### src/rtl/ret_stack_pkg.sv
// Shared constants and helpers for the return-address stack.
// The CPU top uses RS_WIDTH/RS_DEPTH so the PC width and stack width agree.
package ret_stack_pkg;

    localparam int RS_WIDTH = 10;
    localparam int RS_DEPTH = 8;

    // Width needed to hold an occupancy value from 0 to depth inclusive.
    function automatic int cnt_w(input int depth);
        return $clog2(depth + 1);
    endfunction

endpackage

### src/rtl/ret_stack_mem.sv
// Purpose: DEPTH x WIDTH storage, synchronous write port, asynchronous read port.
// Latency: write visible on rd_dat after the rising edge; read is combinational.
// Backpressure: none, every wr_en cycle commits one write.
module ret_stack_mem #(
    parameter int WIDTH = 10,
    parameter int DEPTH = 8
) (
    input  logic                     clk,
    input  logic                     wr_en,
    input  logic [$clog2(DEPTH)-1:0] wr_addr,
    input  logic [WIDTH-1:0]         wr_dat,
    input  logic [$clog2(DEPTH)-1:0] rd_addr,
    output logic [WIDTH-1:0]         rd_dat
);

    logic [WIDTH-1:0] mem [0:DEPTH-1];

    // Contents are deliberately not reset; they are ignored while the stack is empty.
    always_ff @(posedge clk) begin
        if (wr_en) begin
            mem[wr_addr] <= wr_dat;
        end
    end

    assign rd_dat = mem[rd_addr];

endmodule

### src/rtl/ret_stack.sv
// Purpose: return-address stack (push on CALL, pop on RET); optional wrap mode via RET_STACK_WRAP_EN.
// Latency: push visible on dout after 1 edge; top of stack is read combinationally for same-cycle RET.
// Backpressure: none; push when full is dropped (or overwrites oldest in wrap mode), pop when empty is ignored.
module ret_stack
    import ret_stack_pkg::*;
#(
    parameter int WIDTH = RS_WIDTH,
    parameter int DEPTH = RS_DEPTH
) (
    input  logic                      clk,
    input  logic                      reset,
    input  logic                      push,
    input  logic                      pop,
    input  logic [WIDTH-1:0]          din,
    output logic [WIDTH-1:0]          dout,
    output logic                      empty,
    output logic                      full,
    output logic [cnt_w(DEPTH)-1:0]   count,
    output logic                      overflow,
    output logic                      underflow
);

    localparam int PW = $clog2(DEPTH);
    localparam int CW = cnt_w(DEPTH);

`ifdef RET_STACK_WRAP_EN
    localparam bit WRAP = 1'b1;
`else
    localparam bit WRAP = 1'b0;
`endif

    logic [PW-1:0]    sp;
    logic [PW-1:0]    top_idx;
    logic [WIDTH-1:0] rd_dat;

    logic replace;
    logic push_ok;
    logic pop_ok;
    logic ovf_hit;
    logic udf_hit;
    logic wr_en;
    logic [PW-1:0] wr_addr;

    assign top_idx = sp - PW'(1);
    assign empty   = (count == CW'(0));
    assign full    = (count == CW'(DEPTH));

    // Push+pop on a non-empty stack rewrites the top in place; on an empty
    // stack the pop is discarded and the cycle behaves as a plain push.
    assign replace = push && pop && !empty;
    assign push_ok = push && !replace && (!full || WRAP);
    assign pop_ok  = pop && !push && !empty;
    assign ovf_hit = push && !replace && full;
    assign udf_hit = pop && !push && empty;

    assign wr_en   = replace || push_ok;
    assign wr_addr = replace ? top_idx : sp;

    always_ff @(posedge clk) begin
        if (reset) begin
            sp        <= '0;
            count     <= '0;
            overflow  <= 1'b0;
            underflow <= 1'b0;
        end else begin
            if (push_ok) begin
                sp <= sp + PW'(1);
                if (!full) begin
                    count <= count + CW'(1);
                end
            end else if (pop_ok) begin
                sp    <= sp - PW'(1);
                count <= count - CW'(1);
            end
            if (ovf_hit) begin
                overflow <= 1'b1;
            end
            if (udf_hit) begin
                underflow <= 1'b1;
            end
        end
    end

    ret_stack_mem #(
        .WIDTH (WIDTH),
        .DEPTH (DEPTH)
    ) u_mem (
        .clk     (clk),
        .wr_en   (wr_en),
        .wr_addr (wr_addr),
        .wr_dat  (din),
        .rd_addr (top_idx),
        .rd_dat  (rd_dat)
    );

    assign dout = empty ? '0 : rd_dat;

endmodule

### config.mk
export PLATFORM = sky130hd
export DESIGN_NAME = ret_stack
export DESIGN_NICKNAME = d
export VERILOG_FILES = /design/src/rtl/ret_stack_pkg.sv /design/src/rtl/ret_stack_mem.sv /design/src/rtl/ret_stack.sv
export SDC_FILE = /design/constraint.sdc
export NUM_CORES = 1
export LEC_CHECK = 0
export ABC_AREA = 0
export BUFFER_PORTS_ARGS = -buffer_cell sky130_fd_sc_hd__buf_2
export CORE_UTILIZATION = 36
export CTS_CLUSTER_SIZE = 16
export DETAILED_ROUTE_END_ITERATION = 12
export PLACE_DENSITY = 0.6
export SETUP_SLACK_MARGIN = 0.15
export SYNTH_ARGS = -nofsm -noshare
export SYNTH_HDL_FRONTEND = slang
export SYNTH_SLANG_ARGS = --single-unit
### constraint.sdc
create_clock -name clk -period 5.6 [get_ports clk]
set_input_delay 0.28 -clock clk [delete_from_list [all_inputs] [get_ports clk]]
set_output_delay 0.28 -clock clk [all_outputs]
set_load 0.005 [all_outputs]
# Yosys cells after proc, flatten, opt, wreduce, memory -nomap -nowiden
# Memory sizes are Yosys's and may differ from the RTL's.
# Index checks and enable logic that the tools add are counted.
# word_totals
regBits,9
ramBits,80
inputBits,14
out_inout_bits,18
wordCells,36
memories,1
# memory_table
memory,words,word_bits,rd,rd_clocked_by_memory_dff,write_ports,line_no,source
u_mem.mem,8,10,1,0,1,ret_stack_mem.sv:16,logic [WIDTH-1:0] mem [0:DEPTH-1];
# op_classes
add_sub_neg,4
n_eq_ne,2
n_mux,9
reduce_logical,16
# op_table
op,n
two-way mux 4 bit,3
two-way mux 10 bit,1
two-way mux 3 bit,3
logical AND 1 bit,8
adder 4 x 1 -> 4 bit (second input constant),1
equality test 4 bit (second input constant),1
zero test 1 bit,4
zero test 4 bit,1
subtractor 4 x 1 -> 4 bit (second input constant),1
adder 3 x 1 -> 3 bit (second input constant),1
subtractor 3 x 1 -> 3 bit (second input constant),1
two-way mux 1 bit,2
inequality test 2 bit (second input constant),1
AND reduction 2 bit,1
nonzero test 2 bit,1
logical OR 1 bit,1

# Depth between registers and ports, before layout
# Gate-level depths: netlist of the first run.
# depth
word_depth,9
depth_mapped,11
ltp_nobuf,9

# Hierarchy
# Synthesis of the first run repeated with hierarchy kept, for this count alone.
# unflattened
cells_unflattened,220
area_unflattened_um2,3866.2
# by_module_without_submodules
module,n_inst,cells_each,area_each_um2,seq_area_each_um2
ret_stack_mem,1,128,3133.0,2402.3
ret_stack,1,92,733.2,180.2

# Worst setup path before layout of the first run
# Ideal clock, no wire load.
# synth_path
path_kind,register to register
from,reg sp[0]
to,"mem u_mem.mem[1][0], enable pin"
setup_time_ns,0.376
arrival_time_ns,2.518
t_required_ns,5.224
path_slack_ns,2.706
path_stages_with_launch,10
path_buffers,3
period_less_slack_ns,2.894
path_cell_list,dfxtp_1 clkbuf_1 buf_2 inv_1 ha_1 clkbuf_1 nand2_1 nor4b_1 a211oi_1 nor2_1
# synth_between
elab_chain_len,2
# synth_rtl
item,line_no,source
start: declaration,ret_stack.sv:32,logic [PW-1:0] sp;
start signal: assignment,ret_stack.sv:67,sp <= sp + PW'(1);
start signal: assignment,ret_stack.sv:72,sp <= sp - PW'(1);
subtractor 3 x 1 -> 3 bit,ret_stack.sv:44,assign top_idx = sp - PW'(1);
two-way mux 3 bit *,ret_stack.sv:57,assign wr_addr = replace ? top_idx : sp;
end: declaration,ret_stack_mem.sv:16,
# Mark *: on every way between the ends. The rest lies on a longest branch, timed or not.

# Worst setup path after layout of the first run
# layout_path
from,reg sp[0]
to,"mem u_mem.mem[0][6], enable pin"
# Same word-level chain as after synthesis.

==> out/metrics.csv, run 1 <==
metric,value,unit
leakage,1.44,nW
setup repair bufs after CTS,0,
fin crit period,3.59,ns
Inserted Clock Buffers,9,
crit path DAT,3.57,ns
most frequent cell after synthesis,edfxtp_1,
crit share post-route,0.641,
status,"finished, final reports clean",
family with the most delay on the worst path,simple AND/OR/NAND/NOR gates,
# hold bufs at CTS,0,
routed wire length,7360,um
number of diodes,0,
PwrDens,566,nW/um^2
routability cong.,0.768,
CP Cell Sequence,buf_4 -> inv_1 -> ha_1 -> nand2_1 -> nor4b_1 -> a211oi_1 -> nor2_1,
fmax,278,MHz
clock buffer depth,2,
Row Count,37,
Total GRT Usage,0.146,
first-pass iteration count of the detailed router,6,
1st-iter DRT viols,115,
Post-synth EDFFs,80,
max cap viols,0,
Setup Skew,0.00924,ns
Slew Limit Fails,0,
Buf/Inv on CP,2,
Mapped Nets,262,
first-pass GRT wire length,11800,um
Yosys top cell by area,edfxtp_1,
fill count,943,
"Slowest-stage cell, CP",ha_1,
Core Box Area,10300,um^2
"FFs w/ async S/R, synth",0,
Final Hold Vio Count,0,
H-tree Lvls,3,
Tightest Pin Transition,1.12,ns
Critical Path Fanout Max,30,
Yosys warning count,0,
RSZ-0062 raised after global routing,no,
HP Class,input port to flip-flop,
vias in the first global route,2207,
Initial Util,0.368,
die height,105,um
Yosys cell types,35,
CTS tree,done,
Worst Path Required,5.58,ns
largest net degree at the start of global routing,31,
Die W,105,um
Clock Pin Slew Worst Setup and Hold Paths,0.10,ns
Slew HR,0.256,
PostCTS Resize Cnt,0,
Post-synth top cells,"edfxtp_1 (80), nand2_1 (29), mux4_2 (20), a21oi_1 (19), nor2_1 (19)",
ys flop type,edfxtp_1,
port buffer count,31,
synthesized area per cell,15.5,um^2
post-DR vias/cell,5.16,
layout cells sized above 1,0.254,
peak per-stage delay on the critical path,1.07,ns
Worst Setup Path Type,flip-flop to flip-flop,
Mapped Cells,244,
Worst-Skew Late Latency,0.35,ns
Root Driver,clkbuf_8,
sequential fraction of the synthesis area,0.683,
Synth top area share,0.635,
GRT overflow,0,
post-DP HPWL,4950,um
final setup fails,0,
Netlist Area Pre-Place,3780,um^2
Hold Worst Slack,0.203,ns
VDD IR max,0.278,mV
Ports,32,
#FFs+latches synth,89,
NumNets Final,292,
clk sinks,89,
post-route ant nets,0,
initial antenna violation count,0,
DR WL/cell,17.7,um
TNS Setup,0,ns
Area Overhead vs Synth,12.3,%
CP Capture Type,flip-flop,
Startpoint Class,flip-flop,
Die ar.,10900,um^2
total number of vias,2142,
# DRC,0,
largest cells by area after synthesis,"edfxtp_1 (64%), mux4_2 (12%), dfxtp_1 (4.8%)",
-- through the flow --
step | power, mW | std cells | utilization | instance area [um^2] | setup slack, ns
6_report | 2.41 | 415 | 0.413 | 4250 | 2.01
5_1_grt | 2.56 | 415 | 0.413 | 4250 | 1.62
3_3_place_gp | 1.97 | 399 | 0.394 | 4050 | 2.11
3_5_place_dp | 1.98 | 399 | 0.394 | 4050 | 1.99
2_1_floorplan | 1.67 | 244 | - | 3780 | 2.71
4_1_cts | 2.42 | 415 | 0.413 | 4250 | 1.98
-- worst paths after layout --
kind | cells past startpoint | slack [ns] | start | endpoint
worst min register to register | 2 | 0.49 | overflow | overflow
worst min-delay path | 1 | 0.20 | din[4] | u_mem.mem[5][4]
worst max-delay path | 7 | 2.01 | sp[0] | u_mem.mem[0][6]
worst max register to register | 7 | 2.01 | sp[0] | u_mem.mem[0][6]
-- cells by family after synthesis --
group	after synthesis	share of synthesized area
muxes	22	0.125
AOI/OAI and AO/OA	33	0.0543
and+or+nand+nor	75	0.0959
buffers and inverters	19	0.0241
adders and majority gates	4	0.0132
xor gates and xnor gates	2	0.00463
DFF	89	0.683
-- placed cells by master, fill, tap and decap left out, drive strengths merged, types with 2 or more instances in the layout --
cell type / count
nand2: 29
mux4: 20
clkinv: 2
a211o: 2
edfxtp: 80
inv: 8
ha: 4
nor3: 6
nor2: 19
a32oi: 2
clkbuf: 10
nor2b: 3
nor4b: 3
o21ai: 3
nand2b: 4
a21oi: 19
buf: 32
dfxtp: 9
nor4: 4
a211oi: 2
and2: 2
mux2: 2
-- per-layer routing --
metal,vias up,share of wire,track usage
met5,-,0,0
met2,42,0.51,0.246
li1,1003,-,-
met4,0,0.028,0.0827
met3,16,0.025,0.0276
met1,1081,0.44,0.176
-- power by group --
group	switching, mW	internal [mW]
Combinational	0.596	0.432
Clock	0.239	0.213
Sequential	0.0567	0.869
-- cell type report --
cell class	instances	area (um^2)	area share
sequential	89	2580	0.608
timing repair buffer	32	163	0.0383
clock inverter	6	75.1	0.0177
tap	136	170	0.0400
clock buffer	10	128	0.0300
inverter	6	22.5	0.00530
multi-input combinational	136	1110	0.261
-- state kept, by name, summed over array words and instances (netlist names) --
name / cells
underflow: 1
overflow: 1
u_mem.mem: 80
count: 4
sp: 3
Power figures use the tool's default switching activity.
==> run 2, diff against run 1 <==
Settings changed: PLACE_DENSITY 0.6 to 0.62.
Clock period 5.6 ns to 3.2 ns, I/O delays scaled along.
==> run 2 against run 1 <==
Compared with the run above:
- die area unchanged
- setup slack worse by 1.6 ns
- power up 75%
- largest power group unchanged
- sequential cell count unchanged
- highest routed layer unchanged
- clock power up 63%
==> out/metrics.csv, run 2 (synthesis gave the netlist of run 1 again) <==
metric,value,unit,change
Min-Delay Startpoint,din[8],,was din[4]
leakage,1.46,nW,was 1.44 nW
HP Class,input port to flip-flop,,unchanged
DR WL/cell,18.4,um,was 17.7 um
Clock Pin Slew Worst Setup and Hold Paths,0.08,ns,was 0.10 ns
fill count,960,,was 943
final worst slack,0.407,ns,was 2.01 ns
GRT overflow,0,,unchanged
VDD IR max,0.507,mV,was 0.278 mV
Area Overhead vs Synth,13.1,%,was 12.3%
clk sinks,89,,unchanged
number of diodes,0,,unchanged
"most common cell after layout, fill and taps aside",edfxtp_1,,unchanged
total number of vias,2199,,was 2142
Root Driver,clkbuf_8,,unchanged
routability cong.,0.759,,was 0.768
R2R cell count,5,,was 7
flip-flop count of the largest register after layout,80,,unchanged
Multi-input gate area,1110,um^2,unchanged
register area,2580,um^2,unchanged
Overall Power,4.21,mW,was 2.41 mW
1st-iter DRT viols,141,,was 115
Worst-Skew Late Latency,0.36,ns,was 0.35 ns
Inserted Clock Buffers,9,,unchanged
Final Hold Vio Count,0,,unchanged
CTS tree,done,,unchanged
Core Box Area,10300,um^2,unchanged
Slew Limit Fails,0,,unchanged
largest net degree at the start of global routing,25,,was 31
# DRC,0,,unchanged
Worst Hold Depth,1,,unchanged
CP Capture Type,flip-flop,,unchanged
H-tree Lvls,3,,unchanged
Tightest Pin Transition,1.24,ns,was 1.12 ns
crit share post-route,0.873,,was 0.641
hold endpoint,u_mem.mem[5][8],,was u_mem.mem[5][4]
worst r2r dst,u_mem.mem[2][2],,was u_mem.mem[0][6]
Setup Skew,0.0106,ns,was 0.00924 ns
final setup fails,0,,unchanged
crit path DAT,2.77,ns,was 3.57 ns
most frequent cells in the layout,"edfxtp_1 (80), buf_2 (31), nand2_1 (29)",,unchanged
first-pass iteration count of the detailed router,7,,was 6
Ports,32,,unchanged
PostCTS Resize Cnt,0,,unchanged
Worst Path Required,3.17,ns,was 5.58 ns
layout cells sized above 1,0.260,,was 0.254
first-pass GRT wire length,12200,um,was 11800 um
Final Core Density,0.416,,was 0.413
die height,105,um,unchanged
post-route ant nets,0,,unchanged
# hold bufs at CTS,0,,unchanged
pre-CTS setup slack,0.452,ns,was 1.99 ns
routed wire length,7750,um,was 7360 um
Row Count,37,,unchanged
Worst Setup Path Type,flip-flop to flip-flop,,unchanged
Slew HR,0.171,,was 0.256
Critical Path Fanout Max,24,,was 30
TNS Setup,0,ns,unchanged
Initial Util,0.368,,unchanged
Worst Setup SP,count[1],,was sp[0]
vias in the first global route,2208,,was 2207
RSZ-0062 raised after global routing,no,,unchanged
fmax,358,MHz,was 278 MHz
port buffer count,31,,unchanged
RR Startpoint,count[1],,was sp[0]
clock buffer depth,2,,unchanged
Die ar.,10900,um^2,unchanged
Regs by FF count,"u_mem.mem: 80 flops, count: 4 flops, sp: 3 flops",,unchanged
status,"finished, final reports clean",,unchanged
Die W,105,um,unchanged
post-DP HPWL,5010,um,was 4950 um
FF-to-FF setup slack,0.41,ns,was 2.01 ns
max cap viols,0,,unchanged
Total GRT Usage,0.152,,was 0.146
setup repair bufs after CTS,0,,unchanged
fin crit period,2.79,ns,was 3.59 ns
Biggest register,u_mem.mem,,unchanged
post-DR vias/cell,5.22,,was 5.16
NumNets Final,298,,was 292
Startpoint Class,flip-flop,,unchanged
initial antenna violation count,0,,unchanged
PwrDens,985,nW/um^2,was 566 nW/um^2
-- run 2: changes by cell type in the layout (fill, tap and decap cells not counted) --
cell      previous run  this run
clkinv_1             0         3
buf_4                1         7
clkinv_4             2         0
inv_8                1         0
-- run 2: power by group --
part / switching (mW) / leakage (nW) / internal (mW)
Sequential: 0.0974 / 0.800 / 1.52
Combinational: 1.08 / 0.571 / 0.776
Clock: 0.383 / 0.0894 / 0.356
-- run 2: final cells by class --
cell class,instances,share of cell area
Clock buffer,10,0.0298
Clock inverter,6,0.0135
Inverter,6,0.00527
Multi-Input combinational cell,136,0.259
Sequential cell,89,0.604
Tap cell,136,0.0398
Timing Repair Buffer,38,0.0486
-- run 2: layer usage --
layer,vias to the layer above,global-route usage,wire length (um)
met5,-,0,0
met4,0,0.0694,149
met3,14,0.0395,362
met2,70,0.235,3790
met1,1102,0.202,3450
li1,1013,-,-
-- run 2: through the flow --
step           hold slack (ns)  std cells  cell area, um^2
2_1_floorplan            0.259        244             3780
3_3_place_gp             0.445        405             4090
3_5_place_dp             0.439        405             4090
4_1_cts                 0.0645        421             4280
5_1_grt                 0.0708        421             4280
6_report                0.0722        421             4280
-- run 2: worst max-delay path, stage by stage (launching register included) --
cell and delay, ns:
dfxtp_1 0.52, or4_4 0.22, inv_2 0.17, nor4b_1 0.42, a211oi_1 0.11, nor2_1 0.96
-- run 2: worst max path at each step --
stage	end	slack, ns
detailed placement	u_mem.mem[2][0]	0.45
CTS	u_mem.mem[2][0]	0.42
global placement	u_mem.mem[2][0]	0.53
finish	u_mem.mem[2][2]	0.41
floorplan	u_mem.mem[1][0]	0.31
global route	u_mem.mem[2][2]	0.26
==> run 3, diff against run 2 <==
--- a/config.mk
+++ b/config.mk
@@ -14,2 +14,3 @@
 export SETUP_SLACK_MARGIN = 0.15
+export SLEW_MARGIN = 0
 export SYNTH_ARGS = -nofsm -noshare
==> constraint.sdc (replaced) <==
create_clock -name clk -period 3.2 [get_ports clk]
set_input_delay 0.64 -clock clk [delete_from_list [all_inputs] [get_ports clk]]
set_output_delay 0.64 -clock clk [all_outputs]
set_load 0.005 [all_outputs]
==> run 3 against run 2 <==
Compared with the run above:
- global-route usage about the same
- die area unchanged
- via count fell by 2.5%
- final cell count shrank 0.71%
- critical path type is now flip-flop to primary output
- critical endpoint is now dout[8]
- largest power group unchanged
==> out/metrics.csv, run 3 (synthesis gave the netlist of run 1 again) <==
metric,value,unit,change
status,"finished, final reports clean",,unchanged
GRT overflow,0,,unchanged
placed insts,402,,was 405
family with the most delay on the worst path,buffers and inverters,,was simple AND/OR/NAND/NOR gates
Slew HR,0.191,,was 0.171
H-tree Lvls,3,,unchanged
Die ar.,10900,um^2,unchanged
Setup Skew,0.0102,ns,was 0.0106 ns
1st-iter DRT viols,117,,was 141
Final Cell Area,4270,um^2,was 4280 um^2
total number of vias,2145,,was 2199
PwrDens,995,nW/um^2,was 985 nW/um^2
largest net degree at the start of global routing,24,,was 25
Worst Setup Path Type,flip-flop to primary output,,was flip-flop to flip-flop
fmax,350,MHz,was 358 MHz
fin crit period,2.85,ns,was 2.79 ns
post-DR vias/cell,5.13,,was 5.22
CP Cell Sequence,inv_1 -> ha_2 -> buf_4 -> mux4_2 -> nand2_1 -> a21oi_1 -> buf_2,,was or4_4 -> inv_2 -> nor4b_1 -> a211oi_1 -> nor2_1
crit path DAT,2.21,ns,was 2.77 ns
HP Class,flip-flop to flip-flop,,was input port to flip-flop
number of diodes,0,,unchanged
Buf/Inv on CP,3,,was 1
Critical Path Fanout Max,12,,was 24
clock buffer depth,2,,unchanged
Placement Cell Area,4070,um^2,was 4090 um^2
flip-flop count of the largest register after layout,80,,unchanged
Multi-input gate area,1110,um^2,about the same
Inserted Clock Buffers,9,,unchanged
Slew Limit Fails,0,,unchanged
TNS Setup,0,ns,unchanged
met2 GRT Util,0.240,,was 0.235
Startpoint Class,flip-flop,,unchanged
# hold bufs at CTS,0,,unchanged
max cap viols,0,,unchanged
die height,105,um,unchanged
FF-to-FF setup slack,0.42,ns,was 0.41 ns
Overall Power,4.25,mW,was 4.21 mW
final setup fails,0,,unchanged
post-route ant nets,0,,unchanged
Area Overhead vs Synth,12.9,%,was 13.1%
met1 usage,0.201,,was 0.202
# DRC,0,,unchanged
Row Count,37,,unchanged
Core Box Area,10300,um^2,unchanged
"Slowest-stage cell, CP",ha_2,,was nor2_1
setup repair bufs after CTS,0,,unchanged
layout cells sized above 1,0.273,,was 0.260
Clock Pin Slew Worst Setup and Hold Paths,0.10,ns,was 0.08 ns
DR WL/cell,17.9,um,was 18.4 um
Ports,32,,unchanged
VDD IR max,0.370,mV,was 0.507 mV
most frequent cells in the layout,"edfxtp_1 (80), buf_2 (31), nand2_1 (29)",,unchanged
Initial Util,0.368,,unchanged
Tightest Pin Transition,1.21,ns,was 1.24 ns
register area,2580,um^2,unchanged
first-pass iteration count of the detailed router,6,,was 7
routability cong.,0.734,,was 0.759
routed wire length,7480,um,was 7750 um
vias in the first global route,2164,,was 2208
Total GRT Usage,0.152,,about the same
CTS tree,done,,unchanged
clk sinks,89,,unchanged
Worst Path Required,2.56,ns,was 3.17 ns
crit share post-route,0.892,,was 0.873
NumNets Final,295,,was 298
Final Hold Vio Count,0,,unchanged
first-pass GRT wire length,12200,um,about the same
fill count,962,,was 960
"most common cell after layout, fill and taps aside",edfxtp_1,,unchanged
CP Capture Type,primary output,,was flip-flop
RSZ-0062 raised after global routing,no,,unchanged
Top Usage Layer GRT,met2,,unchanged
"Cell Count, Final, Fillers Out",418,,was 421
post-DP HPWL,4740,um,was 5010 um
PostCTS Resize Cnt,0,,unchanged
Root Driver,clkbuf_8,,unchanged
Biggest register,u_mem.mem,,unchanged
peak per-stage delay on the critical path,0.46,ns,was 0.96 ns
Worst-Skew Late Latency,0.37,ns,was 0.36 ns
leakage,1.45,nW,was 1.46 nW
initial antenna violation count,0,,unchanged
Regs by FF count,"u_mem.mem: 80 flops, count: 4 flops, sp: 3 flops",,unchanged
met3 usage,0.0326,,was 0.0395
Die W,105,um,unchanged
port buffer count,31,,unchanged
## run 3: layer usage
metal	vias to the layer above	part of all wire
met5	-	0
met4	0	0.019
met3	12	0.042
met2	52	0.48
met1	1067	0.46
li1	1014	-
## run 3: area by class of cell
type | count | share of cell area
sequential | 89 | 0.605
clock buffer | 9 | 0.0290
timing repair buffer | 35 | 0.0434
tap | 136 | 0.0399
clock inverter | 7 | 0.0170
inverter | 6 | 0.00528
multi-input combinational | 136 | 0.261
## run 3: final timing paths
kind,from,end,cells after the start
hold reg to reg,underflow,underflow,2
hold / removal,underflow,underflow,2
setup / recovery,sp[1],dout[8],7
setup reg to reg,count[1],u_mem.mem[2][8],6
## run 3: worst reg2reg max path: stages (launching register included)
cell	delay, ns
dfxtp_1	0.52
or4_4	0.23
inv_2	0.04
buf_4	0.22
nor4b_1	0.32
a211oi_1	0.13
nor2_1	0.94
## run 3: where the power goes
part           switching, mW  internal [mW]
combinational           1.08          0.797
sequential            0.0990           1.52
clock                  0.444          0.305
total                   1.63           2.62
## run 3: per-stage QoR
step                       util  hold slack, ns  setup slack, ns
after floorplan               -           0.460            0.306
after global placement    0.396           0.460            0.394
after detailed placement  0.396           0.481            0.378
after CTS                 0.415           0.503            0.246
after global routing      0.415           0.529            0.157
final                     0.415           0.495            0.346
